===== src/rtl/redundant_to_binary_adder_if.sv =====
// Handshake bundle between the compressor tree, the redundant-to-binary adder and its consumer.
// The master side drives operands and out_ready; the slave side is the adder itself.
interface redundant_to_binary_adder_if #(
   parameter int WIDTH = 32
);
   logic             in_valid;
   logic             in_ready;
   logic [WIDTH-1:0] in_sum;
   logic [WIDTH-1:0] in_carry;
   logic             out_valid;
   logic             out_ready;
   logic [WIDTH+1:0] out_result;

   modport master (
      output in_valid, in_sum, in_carry, out_ready,
      input  in_ready, out_valid, out_result
   );

   modport slave (
      input  in_valid, in_sum, in_carry, out_ready,
      output in_ready, out_valid, out_result
   );
endinterface


===== src/rtl/redundant_to_binary_adder.sv =====
// Pipelined carry-propagate adder collapsing a (sum, carry) redundant pair into binary,
// resolving CHUNK bits per stage with the inter-chunk carry registered between stages.
module redundant_to_binary_adder #(
   parameter int WIDTH = 32,
   parameter int CHUNK = 8
) (
   input  logic                        clk,
   input  logic                        rst,
   redundant_to_binary_adder_if.slave  bus
);
   localparam int STAGES = WIDTH / CHUNK;
   localparam int RW     = WIDTH + 2;

   // Slot 0 captures the raw operands; slot s+1 holds the output of compute stage s.
   logic            adv;
   logic [STAGES:0] valid_q, valid_d;
   logic [STAGES:0] carry_q, carry_d;
   logic [RW-1:0]   a_q   [STAGES+1];
   logic [RW-1:0]   a_d   [STAGES+1];
   logic [RW-1:0]   b_q   [STAGES+1];
   logic [RW-1:0]   b_d   [STAGES+1];
   logic [RW-1:0]   res_q [STAGES+1];
   logic [RW-1:0]   res_d [STAGES+1];
   logic [CHUNK:0]  chunkSum [STAGES];

   assign adv            = bus.out_ready | ~bus.out_valid;
   assign bus.in_ready   = adv;
   assign bus.out_valid  = valid_q[STAGES];
   assign bus.out_result = res_q[STAGES];

   always_comb begin
      valid_d  = {valid_q[STAGES-1:0], bus.in_valid & adv};
      carry_d  = '0;
      a_d[0]   = {2'b00, bus.in_sum};
      b_d[0]   = {1'b0, bus.in_carry, 1'b0};
      res_d[0] = '0;
      for (int s = 0; s < STAGES; s++) begin
         chunkSum[s] = {1'b0, a_q[s][s*CHUNK +: CHUNK]}
                     + {1'b0, b_q[s][s*CHUNK +: CHUNK]}
                     + {{CHUNK{1'b0}}, (s == 0) ? 1'b0 : carry_q[s]};
         a_d[s+1]   = a_q[s];
         b_d[s+1]   = b_q[s];
         res_d[s+1] = res_q[s];
         res_d[s+1][s*CHUNK +: CHUNK] = chunkSum[s][CHUNK-1:0];
         if (s < STAGES - 1) begin
            carry_d[s+1] = chunkSum[s][CHUNK];
         end
      end
      // The top two result bits take the shifted-out carry MSB plus the final chunk carry.
      res_d[STAGES][RW-1:WIDTH] = {1'b0, b_q[STAGES-1][WIDTH]}
                                + {1'b0, chunkSum[STAGES-1][CHUNK]};
   end

   always_ff @(posedge clk) begin
      if (rst) begin
         valid_q <= '0;
         carry_q <= '0;
         for (int s = 0; s <= STAGES; s++) begin
            a_q[s]   <= '0;
            b_q[s]   <= '0;
            res_q[s] <= '0;
         end
      end else if (adv) begin
         valid_q <= valid_d;
         carry_q <= carry_d;
         for (int s = 0; s <= STAGES; s++) begin
            a_q[s]   <= a_d[s];
            b_q[s]   <= b_d[s];
            res_q[s] <= res_d[s];
         end
      end
   end
endmodule


===== src/flat_wrapper.sv =====
// flat-port wrapper written by rule: the top's interface ports become plain ports
module redundant_to_binary_adder_flat 
#(
   parameter int WIDTH = 32,
   parameter int CHUNK = 8
)
  (clk, rst, bus_in_valid, bus_in_sum, bus_in_carry, bus_out_ready, bus_in_ready, bus_out_valid, bus_out_result);
  redundant_to_binary_adder_if #(.WIDTH(WIDTH)) bus_i ();
  input  logic clk;
  input  logic rst;
  input wire logic [$bits(bus_i.in_valid)-1:0] bus_in_valid;
  input wire logic [$bits(bus_i.in_sum)-1:0] bus_in_sum;
  input wire logic [$bits(bus_i.in_carry)-1:0] bus_in_carry;
  input wire logic [$bits(bus_i.out_ready)-1:0] bus_out_ready;
  output wire logic [$bits(bus_i.in_ready)-1:0] bus_in_ready;
  output wire logic [$bits(bus_i.out_valid)-1:0] bus_out_valid;
  output wire logic [$bits(bus_i.out_result)-1:0] bus_out_result;
  assign bus_i.in_valid = bus_in_valid;
  assign bus_i.in_sum = bus_in_sum;
  assign bus_i.in_carry = bus_in_carry;
  assign bus_i.out_ready = bus_out_ready;
  assign bus_in_ready = bus_i.in_ready;
  assign bus_out_valid = bus_i.out_valid;
  assign bus_out_result = bus_i.out_result;
  redundant_to_binary_adder #(.WIDTH(WIDTH), .CHUNK(CHUNK)) u_core (.clk(clk), .rst(rst), .bus(bus_i));
endmodule

===== config.mk =====
export PLATFORM = sky130hd
export DESIGN_NAME = redundant_to_binary_adder_flat
export DESIGN_NICKNAME = d
export VERILOG_FILES = /design/src/rtl/redundant_to_binary_adder_if.sv /design/src/rtl/redundant_to_binary_adder.sv /design/src/flat_wrapper.sv
export SDC_FILE = /design/constraint.sdc
export NUM_CORES = 1
export LEC_CHECK = 0
export CAP_MARGIN = 20
export CORE_MARGIN = 10
export CORE_UTILIZATION = 30
export CTS_BUF_LIST = sky130_fd_sc_hd__clkbuf_4
export CTS_CLUSTER_SIZE = 40
export DETAILED_ROUTE_END_ITERATION = 8
export HOLD_SLACK_MARGIN = 0.12
export RECOVER_POWER = 50
export SETUP_SLACK_MARGIN = 0.5
export SLEW_MARGIN = 20
export SYNTH_ARGS = -nofsm -noshare
export SYNTH_HDL_FRONTEND = slang
export SYNTH_SLANG_ARGS = --single-unit

===== constraint.sdc =====
create_clock -name clk -period 8.15 [get_ports clk]
set_clock_uncertainty 0.1 [all_clocks]
set_input_delay 1.63 -clock clk [delete_from_list [all_inputs] [get_ports clk]]
set_output_delay 1.63 -clock clk [all_outputs]
set_load 0.005 [all_outputs]

; Word-level counts from Yosys, hierarchy flattened
; Memory sizes are Yosys's and may differ from the RTL's.
; Index checks and enable logic that the tools add are counted.
[totals]
mem_count = 3
in_bits = 68
ramBits = 510
reg_bits = 8
output_inout_bits = 36
[memory_table]
columns = name, words, word_bits, rd, rd_ports_with_merged_regs, write_ports, line_no
row1 = u_core.a_q, 5, 34, 4, 0, 5, redundant_to_binary_adder.sv:18  ; logic [RW-1:0] a_q [STAGES+1];
row2 = u_core.b_q, 5, 34, 4, 0, 5, redundant_to_binary_adder.sv:20  ; logic [RW-1:0] b_q [STAGES+1];
row3 = u_core.res_q, 5, 34, 5, 0, 5, redundant_to_binary_adder.sv:22  ; logic [RW-1:0] res_q [STAGES+1];
[op_classes]
addsub = 8
mux = 20
bitwise = 18
[ops]
columns = cell, n
row1 = 2-to-1 mux 34 bit, 15
row2 = adder 8 x 8 -> 9 bit, 4
row3 = adder 9 x 1 -> 9 bit, 3
row4 = OR 1 bit, 16
row5 = 2-to-1 mux 1 bit, 5
row6 = adder 1 x 1 -> 2 bit, 1
row7 = bitwise AND 1 bit, 1
row8 = NOT 1 bit, 1

; Depth between registers and ports, before layout
[logic_depth]
word_depth = 6
ltp_mapped = 8
ltp_nobuf = 8

; Least setup slack after synthesis
; Ideal clock, no wire load.
[synth_path]
kind = input port to flip-flop
from = input bus_out_ready
to = memory u_core.a_q[0][0] in the netlist's numbering (enable)
path_buffers = 2
arrival_time_ns = 6.145
setup_slack_ns = 0.020
setup_time_ns = 1.885
cell_stages = 4
cell_sequence = nor2b_4 -> buf_6 -> clkbuf_1 -> nand2_1
[synth_lines]
columns = element, line_no
row1 = from (decl), flat_wrapper.sv:14  ; input wire logic [$bits(bus_i.out_ready)-1:0] bus_out_ready;
row2 = to (decl), redundant_to_binary_adder.sv:18

==> results.json <==
{
  "run_status": "finished with violations",
  "failed_checks": "capacitance limit, slew limit",
  "io_buffer_count": 103,
  "tritoncts.num_buffers": 60,
  "worst_ep_arrival_time_ns": 6.38,
  "routedWlPerCell_um": 14.7,
  "utilization_pct": 36.6,
  "io-pin-count": 104,
  "dr.first_iter.drc_count": 359,
  "gate_count_of_the_mapped_netlist": 772,
  "setup_repair_after_global_routing_missed_its_margin": "no",
  "post-place-cells": 1286,
  "reg2reg_slack_ns": 4.22,
  "resized_after_cts": 0,
  "timing.final.crit_share_pct": 75.7,
  "antenna_found_initial": 2,
  "netlist_area_mm2": 0.0108,
  "synth_sequential_area_ratio_pct": 69.3,
  "slew_viol_final": 251,
  "multi_input_comb_area_mm2": 0.00302,
  "postCtsHoldBufs": 0,
  "core.rowCount": 69,
  "clkSlewWorstSetupHoldPaths_ns": 0.06,
  "design.final.nets": 991,
  "worst_skew_pair.late_latency_ns": 0.69,
  "setup.worst_path.start_class": "input pin",
  "main_combinational_cell_family_by_area_after_synthesis": "simple AND/OR/NAND/NOR gates",
  "fmaxAchievable_mhz": 162,
  "dpl_cell_area_mm2": 0.0123,
  "n_fill_cell": 3475,
  "worstPathCellList": "dlygate4sd3_1 > clkbuf_1 > inv_4 > nand2_2 > buf_4",
  "drtAntennaViolNets": 0,
  "ys_ff_latch": 253,
  "ff_latch_area_mm2": 0.00752,
  "dominantRegCellSynth": "sky130_fd_sc_hd__edfxtp_1",
  "yosys.area_share.xor_xnor_pct": 0.162,
  "fin_cells": 1393,
  "via_count": 6331,
  "core_region_area_mm2": 0.0356,
  "detailed_place_hpwl_um": 12800,
  "setup_violations": 0,
  "async_reset_ff_share_pct": 0,
  "route.final.wire_length_um": 20400,
  "ctsRootBufferMaster": "sky130_fd_sc_hd__clkbuf_4",
  "via_per_inst": 4.54,
  "timing.hold.worst_endpoint": "u_core.valid_q[0]",
  "max_stage_delay_ns": 2.17,
  "grt_usage_pct": 8.98,
  "grt_overflow": 0,
  "initial_core_utilization_pct": 30.5,
  "area_delta_synth_final_pct": 20.2,
  "timing.reg2reg.worst_path_depth": 3,
  "avgSynthCellArea_um2": 14.0,
  "drt_pass1_iterations": 6,
  "crit_fanout": 128,
  "final-hold-violation-count": 0,
  "whs_path_depth": 2,
  "die_h_um": 210,
  "grt_first_pass_wirelength_um": 33000,
  "timing_worst_setup_path_type": "input pin to flip-flop",
  "worst_ep_required_time_ns": 8.36,
  "synth_warnings": 0,
  "gp_congestion": 0.739,
  "finish.instance_area_mm2": 0.0130,
  "max-cap-violations": 2,
  "via_count_of_the_first_global_routing_pass": 6340,
  "aggregate_negative_setup_slack_ns": 0,
  "synth-compound-area-share_pct": 4.61,
  "number_of_enable_type_register_cells_in_the_synthesized_netlist": 245,
  "fin_total_pwr_mw": 2.66,
  "worstReg2RegEnd": "u_core.a_q[0][129]",
  "commonest_non_fill_non_tap_cells_in_the_layout": "sky130_fd_sc_hd__edfxtp_1 (245), sky130_fd_sc_hd__and3_1 (223), sky130_fd_sc_hd__clkbuf_4 (94)",
  "pwr_density_cell_mw_per_mm2": 204,
  "ctsHtreeMaxLevel": 2,
  "peakVddDrop_mv": 0.0787,
  "slew-limit-headroom_pct": -156,
  "holdCritStartpoint": "u_core.valid_q[0]",
  "cts.sink_count": 253,
  "syn-num-nets": 876,
  "dr_drc_count": 0,
  "synth.lib_cells_used.distinct": 45,
  "worstHoldPathType": "flip-flop to flip-flop",
  "p_leak_nw": 6.00,
  "dieArea_mm2": 0.0441,
  "crit_slowest_cell": "sky130_fd_sc_hd__nand2_2",
  "rr_startpoint": "u_core.valid_q[4]",
  "die_x_um": 210,
  "final_common_cell": "sky130_fd_sc_hd__edfxtp_1",
  "synth_mux_area_share_pct": 0,
  "clock_path_buffers": 3,
  "worst-slew-pin-transition_ns": 3.84,
  "setup.worst_path.end_class": "flip-flop",
  "final_period_minus_worst_setup_slack_ns": 6.17,
  "post_route_cells_drive_above_1_share_pct": 11.4,
  "grt_start_max_net_pins": 132,
  "tritoncts_clock_tree": "built",
  "yosys.area_share.simple_pct": 18.5,
  "post_synth_fa_ha_maj_area_fraction_pct": 4.64,
  "cts_setup_buffers": 0
}
[kinds of logic after synthesis]
group | after synthesis
DFF | 253
xor gates and xnor gates | 2
AOI/OAI and AO/OA | 72
adders and majority gates | 36
and+or+nand+nor | 337
buffers and inverters | 72
[metrics by stage]
step,hold slack (ns),setup WS (ns)
final,0.355,1.98
after global routing,0.383,1.42
after detailed placement,0.345,2.45
after global placement,0.341,2.47
after CTS,0.355,2.45
after floorplan,0.332,2.52
[state kept, by name, summed over array words and instances (netlist names)]
| register | cells |
|---|---|
| u_core.res_q | 79 |
| u_core.b_q | 83 |
| u_core.valid_q | 5 |
| u_core.carry_q | 3 |
| u_core.a_q | 83 |
[worst max-delay path, delay by kind of cell]
family	cells	cell delay [ns]
buffers and inverters	4	2.47
AND/OR/NAND/NOR	1	2.17
[layout make-up]
cell class,count,share of cell area (%)
inverters,16,0.518
well taps,461,4.43
clock buffers,94,5.41
flip-flops and latches,253,57.7
repair buffers,109,8.17
multi-input cells,447,23.2
clock inverters,12,0.595
diodes,1,0.0192
[report_power, final]
| group | switching [mW] | total [mW] | internal [mW] |
|---|---|---|---|
| Sequential | 0.0159 | 1.50 | 1.48 |
| Combinational | 0.0690 | 0.149 | 0.0801 |
| Clock | 0.460 | 1.01 | 0.551 |
[synthesized netlist by cell type, types with 2 or more instances]
| library cell | number | area [µm²] |
|---|---|---|
| sky130_fd_sc_hd__o31a_1 | 2 | 17.5 |
| sky130_fd_sc_hd__xnor2_1 | 2 | 17.5 |
| sky130_fd_sc_hd__buf_6 | 2 | 22.5 |
| sky130_fd_sc_hd__o21bai_1 | 3 | 22.5 |
| sky130_fd_sc_hd__nand3_1 | 11 | 55.1 |
| sky130_fd_sc_hd__o2111ai_1 | 5 | 43.8 |
| sky130_fd_sc_hd__a21oi_1 | 11 | 55.1 |
| sky130_fd_sc_hd__nor4b_1 | 4 | 35.0 |
| sky130_fd_sc_hd__a21o_1 | 7 | 52.6 |
| sky130_fd_sc_hd__nor2_1 | 21 | 78.8 |
| sky130_fd_sc_hd__buf_2 | 4 | 20.0 |
| sky130_fd_sc_hd__nor4_1 | 4 | 25.0 |
| sky130_fd_sc_hd__a2111oi_0 | 3 | 26.3 |
| sky130_fd_sc_hd__nand2_1 | 20 | 75.1 |
| sky130_fd_sc_hd__nand2b_1 | 9 | 56.3 |
| sky130_fd_sc_hd__o211ai_1 | 3 | 22.5 |
| sky130_fd_sc_hd__fa_1 | 7 | 140 |
| sky130_fd_sc_hd__or4_1 | 8 | 60.1 |
| sky130_fd_sc_hd__dfxtp_1 | 8 | 160 |
| sky130_fd_sc_hd__edfxtp_1 | 245 | 7360 |
| sky130_fd_sc_hd__o21a_1 | 3 | 22.5 |
| sky130_fd_sc_hd__a221oi_1 | 3 | 26.3 |
| sky130_fd_sc_hd__nor3_1 | 18 | 90.1 |
| sky130_fd_sc_hd__and2_1 | 2 | 12.5 |
| sky130_fd_sc_hd__ha_1 | 29 | 363 |
| sky130_fd_sc_hd__o21ai_0 | 15 | 75.1 |
| sky130_fd_sc_hd__inv_1 | 14 | 52.6 |
| sky130_fd_sc_hd__nor2b_1 | 10 | 62.6 |
| sky130_fd_sc_hd__a211oi_1 | 12 | 90.1 |
| sky130_fd_sc_hd__clkbuf_1 | 50 | 188 |
| sky130_fd_sc_hd__and3_1 | 223 | 1400 |
[layer usage]
metal  routed length (µm)  part of all wire, %  global-route usage (%)  up-vias
li1                     -                    -                       -     3249
met1                10200                   50                    12.2     2897
met2                 8730                   43                    13.1      152
met3                 1150                  5.6                    2.76       31
met4                  361                  1.8                    3.60        2
met5                   12                0.059                       0        -
[how the worst max path moves through the flow]
stage / end / cells past startpoint / startpoint
floorplan: u_core.a_q[0][0] / 4 / bus_out_ready
global placement: bus_in_ready / 4 / bus_out_ready
detailed placement: bus_in_ready / 4 / bus_out_ready
CTS: bus_in_ready / 4 / bus_out_ready
global route: u_core.b_q[0][100] / 5 / rst
finish: u_core.a_q[0][129] / 5 / rst
No activity file was read; power rests on OpenSTA's default activity.
